### src/rtl/uart_pkg.sv
// Shared UART definitions: state encoding, frame geometry and a 2-of-3 vote helper.
package uart_pkg;

    typedef logic [1:0] state_t;

    localparam state_t IDLE  = 2'b00;
    localparam state_t START = 2'b01;
    localparam state_t DATA  = 2'b10;
    localparam state_t STOP  = 2'b11;

    localparam int DEFAULT_CLKS_PER_BIT = 10416;
    localparam int DATA_BITS            = 8;

    function automatic logic majority3(input logic a, input logic b, input logic c);
        return (a & b) | (a & c) | (b & c);
    endfunction

endpackage

### src/rtl/uart_rx_sync.sv
// Two-flop synchronizer for the asynchronous serial line plus falling-edge detect.
module uart_rx_sync (
    input  logic clk,
    input  logic rst,
    input  logic rx_line,
    output logic s2,
    output logic fall_edge
);

    logic s1_r;
    logic s2_r;
    logic s_prev_r;

    // Resync chain; idles high so reset cannot fake a start edge
    always_ff @(posedge clk) begin
        if (rst) begin
            s1_r     <= 1'b1;
            s2_r     <= 1'b1;
            s_prev_r <= 1'b1;
        end else begin
            s1_r     <= rx_line;
            s2_r     <= s1_r;
            s_prev_r <= s2_r;
        end
    end

    assign s2        = s2_r;
    assign fall_edge = s_prev_r & ~s2_r;

endmodule

### src/rtl/uart_rx.sv
// 8N1 UART receiver, oversampled by the system clock.
// Optional build macro UART_RX_MAJORITY_EN: 2-of-3 vote at every sample point.
module uart_rx
    import uart_pkg::*;
#(
    parameter int CLKS_PER_BIT = DEFAULT_CLKS_PER_BIT,
    parameter int CNT_W        = 14
) (
    input  logic                 clk,
    input  logic                 rst,
    input  logic                 RsRx,
    output logic [DATA_BITS-1:0] rx_data,
    output logic                 rx_valid,
    output logic                 frame_err,
    output logic                 busy
);

    localparam logic [CNT_W-1:0] HALF_CNT = CNT_W'(CLKS_PER_BIT / 2 - 1);
    localparam logic [CNT_W-1:0] LAST_CNT = CNT_W'(CLKS_PER_BIT - 1);
    localparam logic [2:0]       LAST_BIT = 3'(DATA_BITS - 1);

    state_t                 state_r;
    state_t                 state_next;
    logic [CNT_W-1:0]       clk_cnt_r;
    logic [2:0]             bit_idx_r;
    logic [DATA_BITS-1:0]   shift_r;
    logic                   s2_s;
    logic                   fall_edge_s;
    logic                   tick_s;
    logic                   bit_s;
    logic [DATA_BITS-1:0]   rx_data_next;
    logic                   rx_valid_next;
    logic                   frame_err_next;

    uart_rx_sync u_sync (
        .clk       (clk),
        .rst       (rst),
        .rx_line   (RsRx),
        .s2        (s2_s),
        .fall_edge (fall_edge_s)
    );

`ifdef UART_RX_MAJORITY_EN
    logic [1:0] vote_hist_r;

    // Holds s2 from the two cycles before the current one (T-2, T-1)
    always_ff @(posedge clk) begin
        if (rst) begin
            vote_hist_r <= 2'b11;
        end else begin
            vote_hist_r <= {vote_hist_r[0], s2_s};
        end
    end

    assign bit_s = majority3(vote_hist_r[1], vote_hist_r[0], s2_s);
`else
    assign bit_s = s2_s;
`endif

    // Sample point: mid start bit in START, one full bit later elsewhere
    always_comb begin
        if (state_r == START) begin
            tick_s = (clk_cnt_r == HALF_CNT);
        end else begin
            tick_s = (clk_cnt_r == LAST_CNT);
        end
    end

    // State register
    always_ff @(posedge clk) begin
        if (rst) begin
            state_r <= IDLE;
        end else begin
            state_r <= state_next;
        end
    end

    // Next-state logic
    always_comb begin
        state_next = state_r;
        case (state_r)
            IDLE: begin
                if (fall_edge_s) state_next = START;
                else             state_next = IDLE;
            end
            START: begin
                if (tick_s) state_next = bit_s ? IDLE : DATA;
                else        state_next = START;
            end
            DATA: begin
                if (tick_s && (bit_idx_r == LAST_BIT)) state_next = STOP;
                else                                  state_next = DATA;
            end
            STOP: begin
                if (tick_s) state_next = IDLE;
                else        state_next = STOP;
            end
            default: state_next = IDLE;
        endcase
    end

    // Output next values; only the stop-bit decision touches them
    always_comb begin
        rx_data_next   = rx_data;
        rx_valid_next  = 1'b0;
        frame_err_next = frame_err;
        if ((state_r == STOP) && tick_s) begin
            if (bit_s) begin
                rx_data_next   = shift_r;
                rx_valid_next  = 1'b1;
                frame_err_next = 1'b0;
            end else begin
                frame_err_next = 1'b1;
            end
        end else begin
            rx_valid_next = 1'b0;
        end
    end

    // Registered outputs
    always_ff @(posedge clk) begin
        if (rst) begin
            rx_data   <= 8'h00;
            rx_valid  <= 1'b0;
            frame_err <= 1'b0;
            busy      <= 1'b0;
        end else begin
            rx_data   <= rx_data_next;
            rx_valid  <= rx_valid_next;
            frame_err <= frame_err_next;
            busy      <= (state_next != IDLE);
        end
    end

    // Bit-clock counter, bit index and LSB-first shift register
    always_ff @(posedge clk) begin
        if (rst) begin
            clk_cnt_r <= '0;
            bit_idx_r <= 3'd0;
            shift_r   <= 8'h00;
        end else begin
            case (state_r)
                IDLE: begin
                    clk_cnt_r <= '0;
                    bit_idx_r <= 3'd0;
                end
                START, STOP: begin
                    bit_idx_r <= 3'd0;
                    if (tick_s) clk_cnt_r <= '0;
                    else        clk_cnt_r <= clk_cnt_r + CNT_W'(1);
                end
                DATA: begin
                    if (tick_s) begin
                        clk_cnt_r <= '0;
                        bit_idx_r <= bit_idx_r + 3'd1;
                        shift_r   <= {bit_s, shift_r[DATA_BITS-1:1]};
                    end else begin
                        clk_cnt_r <= clk_cnt_r + CNT_W'(1);
                    end
                end
                default: begin
                    clk_cnt_r <= '0;
                    bit_idx_r <= 3'd0;
                end
            endcase
        end
    end

endmodule

### config.mk
export PLATFORM = sky130hd
export DESIGN_NAME = uart_rx
export DESIGN_NICKNAME = d
export VERILOG_FILES = /design/src/rtl/uart_pkg.sv /design/src/rtl/uart_rx_sync.sv /design/src/rtl/uart_rx.sv
export SDC_FILE = /design/constraint.sdc
export NUM_CORES = 1
export LEC_CHECK = 0
export CORE_MARGIN = 4
export CORE_UTILIZATION = 30
export DETAILED_ROUTE_END_ITERATION = 16
export HOLD_SLACK_MARGIN = 0.06
export MAX_ROUTING_LAYER = met4
export SETUP_SLACK_MARGIN = 0.15
export SLEW_MARGIN = 20
export SYNTH_ARGS = -nofsm -noshare
export SYNTH_HDL_FRONTEND = slang
export SYNTH_HIERARCHICAL = 1
export SYNTH_SLANG_ARGS = --single-unit
### constraint.sdc
create_clock -name clk -period 2.5 [get_ports clk]
set_input_delay 0.25 -clock clk [delete_from_list [all_inputs] [get_ports clk]]
set_output_delay 0.25 -clock clk [all_outputs]
set_load 0.01 [all_outputs]
==> run summary <==
Initial DRT Pass Iterations - 4
FF+latch area - 821 um2
DR iter-0 viols - 53
Syn Inst Count - 169
Async S/R FF share, synth - 0%
Seq/Total Area, Yosys - 48.7%
Tot Pwr - 0.00123 W
leak pwr - 0.774 nW
Syn Area/Cell - 9.97 um2
Port Buffers - 13
largest net degree at the start of global routing - 23
Die Height - 83.0 um
GRT Total Usage - 9.09%
Main synth FF type - dfxtp_1
Routed Antenna Nets - 0
RD Place Congestion - 0.792
slowest CP cell - and4_1
Ys Warns - 6
clk buf depth - 2
Max-Cap Viols - 0
Max-slew headroom - 58.8%
Remaining Overflow, GRT - 0
die footprint - 0.00688 mm2
CP required - 2.68 ns
Setup Buffers After CTS - 0
commonest non-fill, non-tap cell in the layout - dfxtp_1
clk_skew - 0.00830 ns
syn_nets - 175
fin crit period - 2.05 ns
die width - 83.0 um
detailed-route DRC error count - 0
CTS buffer count - 5
clock slew at reported path FFs - 0.08 ns
status - finished clean
Clock Tree Root - clkbuf_8
fin util - 36.4%
drt via density - 4.47
final net count - 191
diodes inserted - 0
Core Area - 0.00547 mm2
most frequent cells in the layout - 41 x dfxtp_1, 37 x nor2_1, 20 x mux2i_1
Clk Latency, worst-skew pair - 0.29 ns
CP Max Fanout - 9
Post-synth EDFFs - 0
Power Dens Cells - 617 mW/mm2
RSZ-0062 raised after global routing - no
highest clock rate - 488 MHz
worst stage delay on the critical path - 0.59 ns
# rows - 27
PostCTS Resize Cnt - 0
H-tree depth - 2
WL/cell - 10.9 um
first-pass GRT wire length - 4980 um
CP startpoint kind - flop
Synth cell types - 36
TritonCTS clock tree - yes
FILL cells - 569
via count - 1154
crit path cell chain - ha_1 > and2_1 > and3_1 > and4_1 > mux2i_1 > nor2_1
I/O pin total - 14
final setup violating endpoints - 0
WL final - 2820 um
initial antenna violation count - 0
total clock sinks - 41
flops & latches, synth - 41
Hold Vio Cnt, Final - 0
Tightest Pin Transition - 0.618 ns
Hold Path Class - reg -> reg
Initial Util - 30.8%
Crit path arrival time - 2.23 ns
crit end category - flop
Area growth syn-to-layout - 18.3%
critical path type - reg -> reg
final period utilization - 82.0%
total count of max-transition violations in the final report - 0
post-cts hold buffer count - 0
HPWL Detailed - 1940 um
layout cells sized above 1 - 8.60%
maximum VDD drop - 329 uV
Multi-input gate area - 807 um2
Mapped Area - 0.00169 mm2
TNS Setup - 0 ns
vias in the first global route - 1070
worst paths after layout:
path,to,cells past startpoint,from,slack (ns)
min,u_sync/s2$_SDFF_PP1_,1,u_sync/s1_r$_SDFF_PP1_,0.41
max,rx_data[7]$_SDFFE_PP0P_,6,clk_cnt_r[0]$_SDFF_PP0_,0.45
max reg2reg,rx_data[7]$_SDFFE_PP0P_,6,clk_cnt_r[0]$_SDFF_PP0_,0.45
min reg2reg,u_sync/s2$_SDFF_PP1_,1,u_sync/s1_r$_SDFF_PP1_,0.41
state kept, by name, indices dropped and copies added (netlist names):
register / cells
clk_cnt_r: 14
rx_data: 8
shift_r: 8
bit_idx_r: 3
state_r: 2
busy: 1
frame_err: 1
rx_valid: 1
u_sync/s1_r: 1
u_sync/s2: 1
u_sync/s_prev_r: 1
layer usage:
metal	vias up	global-route usage, %	share of wire, %
li1	606	-	-
met1	518	12.3	53
met2	24	12.2	41
met3	6	2.48	3.6
met4	0	4.90	2.4
met5	-	-	0
synth_stat cells, types with 2 or more instances:
| master | instances | area (um2) |
|---|---|---|
| mux2i_1 | 20 | 200 |
| ha_1 | 3 | 37.5 |
| xor2_1 | 7 | 61.3 |
| nand3_1 | 3 | 15.0 |
| nor2_1 | 37 | 139 |
| nor2b_1 | 2 | 12.5 |
| nand2b_1 | 2 | 12.5 |
| nand4_1 | 3 | 18.8 |
| xnor2_1 | 5 | 43.8 |
| or2_1 | 3 | 18.8 |
| nand2_1 | 9 | 33.8 |
| buf_6 | 2 | 22.5 |
| a21oi_1 | 2 | 10.0 |
| clkbuf_1 | 2 | 7.51 |
| dfxtp_1 | 41 | 821 |
| or4_1 | 2 | 15.0 |
| and3_1 | 4 | 25.0 |
| a211oi_1 | 2 | 15.0 |
| inv_1 | 3 | 11.3 |
stage by stage:
stage                     hold WS [ns]  worst slack (ns)  instance area, um2  instances
after floorplan                  0.347             0.733                1690        169
after global placement           0.388             0.501                1880        250
after detailed placement         0.396             0.466                1880        250
after CTS                        0.415             0.446                1990        258
after global routing             0.454             0.266                1990        258
final                            0.413             0.450                1990        258
layout make-up:
| cell class | count | area share [%] |
|---|---|---|
| sequential | 41 | 41.2 |
| tap | 72 | 4.52 |
| multi-input combinational | 118 | 40.5 |
| clock inverter | 1 | 1.51 |
| clock buffer | 7 | 4.33 |
| timing repair buffer | 15 | 7.28 |
| inverter | 4 | 0.753 |
where the power goes:
group | switching (W) | total [W] | internal, W
clock | 0.000224 | 0.000549 | 0.000326
sequential | 0.00000333 | 0.000660 | 0.000657
combinational | 0.0000122 | 0.0000215 | 0.00000928
total | 0.000239 | 0.00123 | 0.000991
worst max-delay path: cells and delay by family (launching register included):
kind	cells	cell delay, ns
adder cells (fa/ha/maj)	1	0.20
flip-flops	1	0.35
multiplexers	1	0.25
AND/OR/NAND/NOR	4	1.13
cells by family after synthesis:
family / count (synthesis) / synth area share [%]
simple gates: 72 / 20.8
xor+xnor: 12 / 6.24
compound gates: 11 / 6.76
flops: 41 / 48.7
buf+inv: 10 / 3.41
fa+ha+maj: 3 / 2.23
mux: 20 / 11.9
Note: power is estimated with default switching activity, not from simulation.
